<file path="src/rtl/fifo_pkg.sv">
// Shared constants and helpers for the single-clock programmable FIFO.
package fifo_pkg;

    // Read-mode selection for the FWFT parameter
    localparam int unsigned FIFO_STD  = 0;
    localparam int unsigned FIFO_FWFT = 1;

    // Depth must be a power of two and at least 4 so pointer wrap works
    function automatic bit depth_ok(input int unsigned depth);
        return (depth >= 4) && ((depth & (depth - 1)) == 0);
    endfunction

    // Pointers and count carry one extra bit to tell full from empty
    function automatic int unsigned ptr_width(input int unsigned add_width);
        return add_width + 1;
    endfunction

endpackage

</file>
<file path="src/rtl/sync_fifo_prog_if.sv">
// Producer/consumer bus of the programmable FIFO.
interface sync_fifo_prog_if
    import fifo_pkg::*;
#(
    parameter int unsigned DATA_WIDTH = 8,
    parameter int unsigned ADD_WIDTH  = 4
);
    localparam int unsigned PTR_WIDTH = ptr_width(ADD_WIDTH);

    logic [DATA_WIDTH-1:0] wr_data;
    logic                  wr_inc;
    logic                  rd_inc;
    logic [PTR_WIDTH-1:0]  af_level;
    logic [PTR_WIDTH-1:0]  ae_level;
    logic                  clr_err;
    logic [DATA_WIDTH-1:0] rd_data;
    logic                  rd_valid;
    logic                  full;
    logic                  empty;
    logic                  almost_full;
    logic                  almost_empty;
    logic [PTR_WIDTH-1:0]  count;
    logic                  overflow;
    logic                  underflow;

    modport master (
        output wr_data, wr_inc, rd_inc, af_level, ae_level, clr_err,
        input  rd_data, rd_valid, full, empty, almost_full, almost_empty,
               count, overflow, underflow
    );

    modport slave (
        input  wr_data, wr_inc, rd_inc, af_level, ae_level, clr_err,
        output rd_data, rd_valid, full, empty, almost_full, almost_empty,
               count, overflow, underflow
    );

endinterface

</file>
<file path="src/rtl/fifo_mem.sv">
// Register-array storage: synchronous write, asynchronous read.
module fifo_mem #(
    parameter int unsigned DATA_WIDTH = 8,
    parameter int unsigned MEM_DEPTH  = 16,
    parameter int unsigned ADD_WIDTH  = $clog2(MEM_DEPTH)
) (
    input  logic                  clk,
    input  logic                  we,
    input  logic [ADD_WIDTH-1:0]  waddr,
    input  logic [DATA_WIDTH-1:0] wdata,
    input  logic [ADD_WIDTH-1:0]  raddr,
    output logic [DATA_WIDTH-1:0] rdata
);

    logic [DATA_WIDTH-1:0] mem [MEM_DEPTH];

    // Store the incoming word; contents are deliberately not reset
    always_ff @(posedge clk) begin
        if (we) begin
            mem[waddr] <= wdata;
        end
    end

    assign rdata = mem[raddr];

endmodule

</file>
<file path="src/rtl/sync_fifo_prog.sv">
// Single-clock FIFO with occupancy, programmable thresholds, sticky errors
// and selectable standard / first-word-fall-through read.
module sync_fifo_prog
    import fifo_pkg::*;
#(
    parameter int unsigned DATA_WIDTH = 8,
    parameter int unsigned MEM_DEPTH  = 16,
    parameter int unsigned ADD_WIDTH  = $clog2(MEM_DEPTH),
    parameter int unsigned FWFT       = FIFO_STD
) (
    input  logic             clk,
    input  logic             rst,
    sync_fifo_prog_if.slave  bus
);

    localparam int unsigned PTR_WIDTH = ptr_width(ADD_WIDTH);

    if (!depth_ok(MEM_DEPTH)) begin : g_bad_depth
        $error("sync_fifo_prog: MEM_DEPTH must be a power of two and at least 4");
    end

    logic [PTR_WIDTH-1:0]  wr_ptr;
    logic [PTR_WIDTH-1:0]  rd_ptr;
    logic [PTR_WIDTH-1:0]  count;
    logic                  overflow;
    logic                  underflow;
    logic                  full_c;
    logic                  empty_c;
    logic                  wr_acc;
    logic                  rd_acc;
    logic [DATA_WIDTH-1:0] mem_rdata;

    assign full_c  = (count == PTR_WIDTH'(MEM_DEPTH));
    assign empty_c = (count == '0);
    // Full blocks the write and empty blocks the read: no pass-through/bypass
    assign wr_acc  = bus.wr_inc & ~full_c;
    assign rd_acc  = bus.rd_inc & ~empty_c;

    fifo_mem #(
        .DATA_WIDTH (DATA_WIDTH),
        .MEM_DEPTH  (MEM_DEPTH),
        .ADD_WIDTH  (ADD_WIDTH)
    ) u_mem (
        .clk   (clk),
        .we    (wr_acc),
        .waddr (wr_ptr[ADD_WIDTH-1:0]),
        .wdata (bus.wr_data),
        .raddr (rd_ptr[ADD_WIDTH-1:0]),
        .rdata (mem_rdata)
    );

    // Pointers, occupancy and sticky error flags (set beats clear)
    always_ff @(posedge clk) begin
        if (rst) begin
            wr_ptr    <= '0;
            rd_ptr    <= '0;
            count     <= '0;
            overflow  <= 1'b0;
            underflow <= 1'b0;
        end else begin
            if (wr_acc) begin
                wr_ptr <= wr_ptr + PTR_WIDTH'(1);
            end
            if (rd_acc) begin
                rd_ptr <= rd_ptr + PTR_WIDTH'(1);
            end
            case ({wr_acc, rd_acc})
                2'b10:   count <= count + PTR_WIDTH'(1);
                2'b01:   count <= count - PTR_WIDTH'(1);
                default: count <= count;
            endcase
            overflow  <= (overflow  & ~bus.clr_err) | (bus.wr_inc & full_c);
            underflow <= (underflow & ~bus.clr_err) | (bus.rd_inc & empty_c);
        end
    end

    assign bus.count        = count;
    assign bus.full         = full_c;
    assign bus.empty        = empty_c;
    assign bus.almost_full  = (count >= bus.af_level);
    assign bus.almost_empty = (count <= bus.ae_level);
    assign bus.overflow     = overflow;
    assign bus.underflow    = underflow;

    if (FWFT == FIFO_FWFT) begin : g_fwft
        // Head word is presented directly; drive zero while nothing is stored
        assign bus.rd_data  = empty_c ? '0 : mem_rdata;
        assign bus.rd_valid = ~empty_c;
    end else begin : g_std
        logic [DATA_WIDTH-1:0] rd_q;
        logic                  rd_valid_q;

        // Registered read: data lands the cycle after the pop and then holds
        always_ff @(posedge clk) begin
            if (rst) begin
                rd_q       <= '0;
                rd_valid_q <= 1'b0;
            end else begin
                rd_valid_q <= rd_acc;
                if (rd_acc) begin
                    rd_q <= mem_rdata;
                end
            end
        end

        assign bus.rd_data  = rd_q;
        assign bus.rd_valid = rd_valid_q;
    end

endmodule

</file>
<file path="src/flat_wrapper.sv">
// flat-port wrapper written by rule: the top's interface ports become plain ports
module sync_fifo_prog_flat import fifo_pkg::*;
#(
    parameter int unsigned DATA_WIDTH = 8,
    parameter int unsigned MEM_DEPTH  = 16,
    parameter int unsigned ADD_WIDTH  = $clog2(MEM_DEPTH),
    parameter int unsigned FWFT       = FIFO_STD
)
  (clk, rst, bus_wr_data, bus_wr_inc, bus_rd_inc, bus_af_level, bus_ae_level, bus_clr_err, bus_rd_data, bus_rd_valid, bus_full, bus_empty, bus_almost_full, bus_almost_empty, bus_count, bus_overflow, bus_underflow);
  sync_fifo_prog_if #(.DATA_WIDTH(DATA_WIDTH), .ADD_WIDTH(ADD_WIDTH)) bus_i ();
  input  logic clk;
  input  logic rst;
  input wire logic [$bits(bus_i.wr_data)-1:0] bus_wr_data;
  input wire logic [$bits(bus_i.wr_inc)-1:0] bus_wr_inc;
  input wire logic [$bits(bus_i.rd_inc)-1:0] bus_rd_inc;
  input wire logic [$bits(bus_i.af_level)-1:0] bus_af_level;
  input wire logic [$bits(bus_i.ae_level)-1:0] bus_ae_level;
  input wire logic [$bits(bus_i.clr_err)-1:0] bus_clr_err;
  output wire logic [$bits(bus_i.rd_data)-1:0] bus_rd_data;
  output wire logic [$bits(bus_i.rd_valid)-1:0] bus_rd_valid;
  output wire logic [$bits(bus_i.full)-1:0] bus_full;
  output wire logic [$bits(bus_i.empty)-1:0] bus_empty;
  output wire logic [$bits(bus_i.almost_full)-1:0] bus_almost_full;
  output wire logic [$bits(bus_i.almost_empty)-1:0] bus_almost_empty;
  output wire logic [$bits(bus_i.count)-1:0] bus_count;
  output wire logic [$bits(bus_i.overflow)-1:0] bus_overflow;
  output wire logic [$bits(bus_i.underflow)-1:0] bus_underflow;
  assign bus_i.wr_data = bus_wr_data;
  assign bus_i.wr_inc = bus_wr_inc;
  assign bus_i.rd_inc = bus_rd_inc;
  assign bus_i.af_level = bus_af_level;
  assign bus_i.ae_level = bus_ae_level;
  assign bus_i.clr_err = bus_clr_err;
  assign bus_rd_data = bus_i.rd_data;
  assign bus_rd_valid = bus_i.rd_valid;
  assign bus_full = bus_i.full;
  assign bus_empty = bus_i.empty;
  assign bus_almost_full = bus_i.almost_full;
  assign bus_almost_empty = bus_i.almost_empty;
  assign bus_count = bus_i.count;
  assign bus_overflow = bus_i.overflow;
  assign bus_underflow = bus_i.underflow;
  sync_fifo_prog #(.DATA_WIDTH(DATA_WIDTH), .MEM_DEPTH(MEM_DEPTH), .ADD_WIDTH(ADD_WIDTH), .FWFT(FWFT)) u_core (.clk(clk), .rst(rst), .bus(bus_i));
endmodule
</file>
<file path="config.mk">
export PLATFORM = sky130hd
export DESIGN_NAME = sync_fifo_prog_flat
export DESIGN_NICKNAME = d
export VERILOG_FILES = /design/src/rtl/fifo_pkg.sv /design/src/rtl/sync_fifo_prog_if.sv /design/src/rtl/fifo_mem.sv /design/src/rtl/sync_fifo_prog.sv /design/src/flat_wrapper.sv
export SDC_FILE = /design/constraint.sdc
export NUM_CORES = 1
export LEC_CHECK = 0
export ABC_CLOCK_PERIOD_IN_PS = 3750
export BUFFER_PORTS_ARGS = -buffer_cell sky130_fd_sc_hd__clkbuf_2
export CAP_MARGIN = 20
export CORE_UTILIZATION = 35
export DETAILED_ROUTE_END_ITERATION = 12
export HOLD_SLACK_MARGIN = 0.06
export MAX_ROUTING_LAYER = met4
export PLACE_DENSITY = 0.51
export SYNTH_ARGS = -nofsm -noshare
export SYNTH_HDL_FRONTEND = slang
export SYNTH_SLANG_ARGS = --single-unit
</file>
<file path="constraint.sdc">
create_clock -name clk -period 3.75 [get_ports clk]
set_input_delay 0 -clock clk [delete_from_list [all_inputs] [get_ports clk]]
set_output_delay 0 -clock clk [all_outputs]
set_load 0.05 [all_outputs]
</file>
==> out/qor.yml, run 1 <==
detailed_routing:
  ant_nets: 0
  drt-pass1-iter-count: 5
  routed_wl_mm: 13.9
  wl_per_cell_um: 18.7
  drc_errors: 0
  via_per_inst: 4.97
  dr_total_vias: 3681
  drt_iter0_drc: 215
sta:
  slew_headroom: 0.283
  finalCriticalPeriod_ns: 2.89
  maxSlewViolCount: 0
  fin_setup_tns_ns: 0
  finalSetupViolations: 0
  period_share: 0.770
  fmax_ghz: 0.346
  rsz0062_at_grt: "no"
  whs_ns: 0.0703
  final.setup_skew_ns: 0.00938
  finalHoldViolCount: 0
  tightest_slew_ns: 1.08
power_and_ir_drop:
  p_per_area_nw_per_um2: 662
  p_comb_frac: 0.248
  p_int_mw: 3.36
  p_leak_nw: 2.55
  ir_drop_mv: 0.461
  switching_share: 0.324
  p_sw_mw: 1.61
  total_power_mw: 4.97
  p_clk_frac: 0.332
  seqPwrFrac: 0.420
critical_path:
  cp.arrival_ns: 3.23
  r2r_slack_ns: 0.86
  r2r_cells: 11
  critPathMaxStageDelay_ns: 0.43
  worstPathRequired_ns: 4.10
  r2r_end: "u_core.bus.count[2]$_SDFFE_PP0P_"
  path_delay_family: "simple AND/OR/NAND/NOR gates"
  critPathCaptureType: "register"
  crit_type: "reg2reg"
  cp_slowest_cell: "dfxtp_1"
  reg2reg_from: "u_core.bus.count[1]$_SDFFE_PP0P_"
  cp_max_fo: 22
  startpoint_type: "register"
  path_buf_inv: 1
  path_cells: "nor4_4 > and2_4 > nand2b_4 > inv_4 > ha_1 > xor2_1 > ha_1 > a21oi_1 > xor2_1 > or3_1 > a21oi_1"
placed_design:
  io_buffers: 42
  dp_hpwl_mm: 9.15
  finalWeightedCongestion: 0.760
finish:
  diodes: 0
  final_cell_mix: "128 x edfxtp_1, 65 x mux2i_1, 42 x clkbuf_2"
  final_common_cell: "edfxtp_1"
  area_growth_pct: 16.4
  num-fill-cells: 1679
  nNetsFinal: 540
  drive_gt1_frac: 0.168
synth:
  mappedNetlistNets: 488
  yosysWarnings: 0
  synth_area_per_cell_um2: 14.5
  synthesis.area_um2: 6450
  synthCells: 446
  ys_types: 41
  ys_ff_latch: 152
  yosysSeqAreaShare: 0.670
floorplan:
  start_util: 0.358
  rows: 49
  core_area_um2: 18000
  io_pins: 43
  die_h_um: 138
  die_width_um: 138
  die-area_um2: 19000
global_route:
  grt_util_all_layers: 0.166
  overflow: 0
  antenna_found_initial: 0
  grt_first_pass_wirelength_mm: 21.4
  grt_pass1_vias: 3700
  grt_max_degree: 60
outcome:
  status: "finished clean"
clock_tree:
  cts_tree: "done"
  clkTransAtPathRegs_ns: 0.06
  htree_levels: 4
  numCtsBuffers: 17
  cts_root_buf: "clkbuf_16"
  cts.sinks: 152
  post-cts-setup-buffers: 0
  clock_latency_ns: 0.43
  clockBufferDepth: 2
worst_hold_path:
  hp-start: "bus_wr_data[2]"
  hp-class: "in2reg"
  min_path_cells: 1
  holdPathEnd: "u_core.u_mem.mem[15][2]$_DFFE_PP_"
run:
  drv_cap: 0
## worst register-to-register path, delay by kind of cell (launching register included)
kind	cells	cell delay, ns
xor gates and xnor gates	2	0.32
DFF	1	0.43
adders and majority gates	2	0.57
AOI/OAI and AO/OA	2	0.33
and+or+nand+nor	4	1.05
buffers and inverters	1	0.10
## synthesized netlist by cell type
cell / count / share of area
edfxtp_1: 128 / 0.60
mux2i_1: 65 / 0.10
nor2_1: 39 / 0.023
o22ai_1: 34 / 0.033
dfxtp_1: 24 / 0.074
ha_1: 19 / 0.037
nand2_1: 14 / 0.0081
inv_1: 13 / 0.0076
a21oi_1: 9 / 0.0070
nor4_1: 9 / 0.0087
a211oi_1: 8 / 0.0093
buf_6: 6 / 0.010
clkbuf_1: 6 / 0.0035
nand2b_1: 6 / 0.0058
nor3_1: 6 / 0.0047
xor2_1: 6 / 0.0081
buf_4: 5 / 0.0058
nor2b_1: 5 / 0.0048
buf_2: 4 / 0.0031
nand3b_1: 4 / 0.0047
clkbuf_2: 3 / 0.0023
nand3_1: 3 / 0.0023
nor3b_1: 3 / 0.0035
o21a_1: 3 / 0.0035
o21ai_0: 3 / 0.0023
a211o_1: 2 / 0.0027
nand4_1: 2 / 0.0019
or3_1: 2 / 0.0019
or3b_1: 2 / 0.0027
xnor2_1: 2 / 0.0027
a21boi_2: 1 / 0.0017
a21o_1: 1 / 0.0012
a22oi_1: 1 / 0.0012
and2_2: 1 / 0.0012
and2_4: 1 / 0.0014
inv_4: 1 / 0.00097
nand2_4: 1 / 0.0017
nand2b_4: 1 / 0.0021
nand4b_1: 1 / 0.0014
nor4_4: 1 / 0.0033
xor2_2: 1 / 0.0025
## how the worst max path moves through the flow
stage	cells after the start	end	slack, ns	start
global route	11	u_core.bus.count[2]$_SDFFE_PP0P_	0.64	u_core.bus.count[1]$_SDFFE_PP0P_
floorplan	14	u_core.bus.count[2]$_SDFFE_PP0P_	0.66	u_core.bus.count[1]$_SDFFE_PP0P_
CTS	11	u_core.bus.count[2]$_SDFFE_PP0P_	0.85	u_core.bus.count[1]$_SDFFE_PP0P_
global placement	11	u_core.bus.count[2]$_SDFFE_PP0P_	1.07	u_core.bus.count[1]$_SDFFE_PP0P_
finish	11	u_core.bus.count[2]$_SDFFE_PP0P_	0.86	u_core.bus.count[1]$_SDFFE_PP0P_
detailed placement	11	u_core.bus.count[2]$_SDFFE_PP0P_	0.87	u_core.bus.count[1]$_SDFFE_PP0P_
## per-layer routing
metal | up-vias | track usage | wire, um
li1 | 1799 | - | -
met1 | 1785 | 0.213 | 6500
met2 | 75 | 0.250 | 6480
met3 | 22 | 0.0419 | 617
met4 | 0 | 0.0713 | 279
met5 | - | - | 0
## stage by stage
step,setup slack [ns],instance area [um^2],utilization,cells
2_1_floorplan,0.658,6450,-,446
3_3_place_gp,1.07,6830,0.379,699
3_5_place_dp,0.874,6830,0.379,699
4_1_cts,0.849,7510,0.417,740
5_1_grt,0.645,7510,0.417,740
6_report,0.864,7510,0.417,740
## state kept, by name, summed over array words and instances (netlist names)
name,flops
u_core.bus.underflow,1
u_core.bus.rd_valid,1
u_core.bus.count,5
u_core.bus.rd_data,8
u_core.u_mem.mem,128
u_core.bus.overflow,1
u_core.rd_ptr,4
u_core.wr_ptr,4
## kinds of logic (layout without fill, tap and decap cells)
kind of cell	count (synthesis)	count (layout)	share of synthesized area
flops	152	152	0.670
fa+ha+maj	19	19	0.0369
xor+xnor	9	9	0.0134
mux	65	65	0.101
compound gates	62	62	0.0619
simple gates	101	101	0.0830
buf+inv	38	103	0.0337
## area by class of cell
class / count / area, um^2 / area share
sequential: 152 / 4330 / 0.576
timing repair buffer: 57 / 345 / 0.0460
multi-input combinational: 256 / 1910 / 0.254
inverter: 14 / 55.1 / 0.00733
tap: 229 / 287 / 0.0382
clock buffer: 26 / 553 / 0.0736
clock inverter: 6 / 32.5 / 0.00433
## repair_timing
item                                   in CTS  in global routing
hold buffers                                9                  0
resized for setup                           0                  0
endpoints found under the hold margin      70                  0
## power by group through the flow
stage          Combinational [mW]  Sequential (mW)  Clock [mW]
2_1_floorplan               0.729             2.32           0
3_3_place_gp                 1.20             2.12           0
3_5_place_dp                 1.22             2.13           0
4_1_cts                      1.24             2.09        1.69
5_1_grt                      1.34             2.11        1.75
6_report                     1.23             2.09        1.65
No activity file was read; power rests on OpenSTA's default activity.
==> run 2: changes to the inputs <==
- ABC_CLOCK_PERIOD_IN_PS: 3750 -> 2300
- PLACE_DENSITY: 0.51 -> 0.53
- clock period: 3.75 -> 2.3 ns (I/O delays scaled with it)
==> run 2 against run 1 <==
- first-iteration DRC count up 2.3%
- cell count up 0.95%
- clock power up 81%
- global-route usage down 0.38 points
- wire length about the same
- non-clock buffer count up 8
- sequential share of layout area down 1.2 points
- total power up 73%
- sequential power up 60%
- combinational power up 83%
- die area unchanged
- critical path type unchanged
- critical endpoint unchanged
==> out/qor.yml, run 2 (synthesized netlist as in run 1, its figures left out) <==
power_and_ir_drop:
  total_power_mw: 8.59  # was 4.97 mW
  p_per_area_nw_per_um2: 1120  # was 662 nW/um^2
  ir_drop_mv: 0.841  # was 0.461 mV
  p_leak_nw: 2.61  # was 2.55 nW
detailed_routing:
  via_per_inst: 4.94  # was 4.97
  wl_per_cell_um: 18.6  # was 18.7 um
  drt_iter0_drc: 220  # was 215
  routed_wl_mm: 13.9  # about the same
  drt-pass1-iter-count: 4  # was 5
  dr_total_vias: 3688  # was 3681
  ant_nets: 0  # unchanged
  drc_errors: 0  # unchanged
sta:
  finalCriticalPeriod_ns: 2.24  # was 2.89 ns
  maxSlewViolCount: 0  # unchanged
  finalHoldViolCount: 0  # unchanged
  rsz0062_at_grt: "yes"  # was no
  fmax_ghz: 0.446  # was 0.346 GHz
  finalSetupViolations: 0  # unchanged
  layout_setup_ws_ns: 0.0556  # was 0.864 ns
  tightest_slew_ns: 0.849  # was 1.08 ns
  final.setup_skew_ns: 0.00708  # was 0.00938 ns
  slew_headroom: 0.432  # was 0.283
  period_share: 0.976  # was 0.770
finish:
  regArea_um2: 4340  # was 4330 um^2
  num-fill-cells: 1640  # was 1679
  final_common_cell: "edfxtp_1"  # unchanged
  instances_no_fill: 747  # was 740
  multiInputGateArea_um2: 1950  # was 1910 um^2
  largest_register: "u_core.u_mem.mem"  # unchanged
  final_cell_mix: "128 x edfxtp_1, 65 x mux2i_1, 41 x clkbuf_2"  # was 128 x edfxtp_1, 65 x mux2i_1, 42 x clkbuf_2
  drive_gt1_frac: 0.208  # was 0.168
  nNetsFinal: 548  # was 540
  largest_reg_flops: 128  # unchanged
  finish.utilization: 0.427  # was 0.417
  area_growth_pct: 19.3  # was 16.4%
  diodes: 0  # unchanged
floorplan:
  core_area_um2: 18000  # unchanged
  die_h_um: 138  # unchanged
  die-area_um2: 19000  # unchanged
  rows: 49  # unchanged
  io_pins: 43  # unchanged
  start_util: 0.358  # unchanged
  die_width_um: 138  # unchanged
critical_path:
  startpoint_type: "register"  # unchanged
  cp_max_fo: 3  # was 22
  cp_common_cell: "a21oi_2"
  critPathMaxStageDelay_ns: 0.35  # was 0.43 ns
  r2r_end: "u_core.bus.count[2]$_SDFFE_PP0P_"  # unchanged
  r2r_cells: 11  # unchanged
  reg2reg_from: "u_core.bus.count[1]$_SDFFE_PP0P_"  # unchanged
  cp.arrival_ns: 2.59  # was 3.23 ns
  crit_type: "reg2reg"  # unchanged
  critPathCaptureType: "register"  # unchanged
  path_delay_family: "simple AND/OR/NAND/NOR gates"  # unchanged
  r2r_slack_ns: 0.06  # was 0.86 ns
  path_buf_inv: 1  # unchanged
  cp_slowest_cell: "dfxtp_4"  # was dfxtp_1
  path_depth: 11  # unchanged
  worstPathRequired_ns: 2.64  # was 4.10 ns
  path_cells: "nor4_4 > and2_4 > nand2b_4 > inv_4 > ha_4 > xor2_2 > ha_2 > a21oi_2 > xor2_1 > or3_1 > a21oi_2"  # was nor4_4 > and2_4 > nand2b_4 > inv_4 > ha_1 > xor2_1 > ha_1 > a21oi_1 > xor2_1 > or3_1 > a21oi_1
placed_design:
  dp_hpwl_mm: 9.14  # was 9.15 mm
  post-place-cells: 709  # was 699
  finalWeightedCongestion: 0.776  # was 0.760
  dp_slack_ns: 0.0418  # was 0.874 ns
  io_buffers: 42  # unchanged
global_route:
  grt_first_pass_wirelength_mm: 20.8  # was 21.4 mm
  grt_util_all_layers: 0.163  # was 0.166
  grt_max_degree: 36  # was 60
  overflow: 0  # unchanged
  antenna_found_initial: 0  # unchanged
  grt_pass1_vias: 3598  # was 3700
run:
  drv_cap: 0  # unchanged
worst_hold_path:
  holdPathEnd: "u_core.u_mem.mem[3][4]$_DFFE_PP_"  # was u_core.u_mem.mem[15][2]$_DFFE_PP_
  min_path_cells: 1  # unchanged
  hp-class: "in2reg"  # unchanged
  hp-start: "bus_wr_data[4]"  # was bus_wr_data[2]
clock_tree:
  numCtsBuffers: 17  # unchanged
  cts_tree: "done"  # unchanged
  cts.sinks: 152  # unchanged
  clock_latency_ns: 0.42  # was 0.43 ns
  htree_levels: 4  # unchanged
  clockBufferDepth: 2  # unchanged
  post-cts-setup-buffers: 0  # unchanged
  cts_root_buf: "clkbuf_16"  # unchanged
  clkTransAtPathRegs_ns: 0.06  # about the same
outcome:
  status: "finished clean"  # unchanged
[run 2: worst register-to-register path: stages (launching register included)]
cell	delay [ns]
dfxtp_4	0.35
nor4_4	0.30
and2_4	0.20
nand2b_4	0.14
inv_4	0.04
ha_4	0.17
xor2_2	0.14
ha_2	0.22
a21oi_2	0.04
xor2_1	0.14
or3_1	0.32
a21oi_2	0.12
[run 2: repair_timing]
item                                    4_1_cts  5_1_grt
pin swaps                                     0        8
hold buffers                                  7        0
endpoints found under the hold margin        52        0
endpoints found under the setup margin        1        3
gates cloned                                  0        0
gates resized for setup                       1        6
[run 2: worst max-delay path by stage]
stage                                      from                                to  slack (ns)
2_1_floorplan  u_core.bus.count[0]$_SDFFE_PP0P_  u_core.bus.count[2]$_SDFFE_PP0P_       -0.36
3_3_place_gp   u_core.bus.count[0]$_SDFFE_PP0P_  u_core.bus.count[2]$_SDFFE_PP0P_        0.09
3_5_place_dp   u_core.bus.count[0]$_SDFFE_PP0P_  u_core.bus.count[2]$_SDFFE_PP0P_        0.04
4_1_cts        u_core.bus.count[1]$_SDFFE_PP0P_                  bus_almost_empty        0.01
5_1_grt        u_core.bus.count[1]$_SDFFE_PP0P_  u_core.bus.count[2]$_SDFFE_PP0P_       -0.04
6_report       u_core.bus.count[1]$_SDFFE_PP0P_  u_core.bus.count[2]$_SDFFE_PP0P_        0.06
[run 2: power by group]
part	leakage, nW	internal [mW]	switching, mW
clock network	0.299	1.92	1.08
registers	1.36	3.20	0.143
logic	0.956	0.752	1.50
total	2.61	5.87	2.71
[run 2: final cells by class]
type | count | share of cell area
inverters | 14 | 0.00715
clock inverters | 12 | 0.0260
multi-input cells | 256 | 0.253
well taps | 229 | 0.0372
repair buffers | 65 | 0.0561
clock buffers | 19 | 0.0562
flip-flops and latches | 152 | 0.564
[run 2: metrics by stage]
| step | hold WS (ns) | setup TNS (ns) | area (um^2) |
|---|---|---|---|
| floorplan | 0.0989 | -0.879 | 6490 |
| global placement | 0.260 | 0 | 6970 |
| detailed placement | 0.262 | 0 | 6970 |
| CTS | 0.0635 | 0 | 7670 |
| global route | 0.0758 | -0.0587 | 7700 |
| finish | 0.0595 | 0 | 7700 |
[run 2: routing by layer]
metal	track usage	share of wire	routed length, um
met5	-	0	0
met4	0.0616	0.012	163
met3	0.0390	0.041	565
met2	0.245	0.46	6430
met1	0.211	0.48	6710
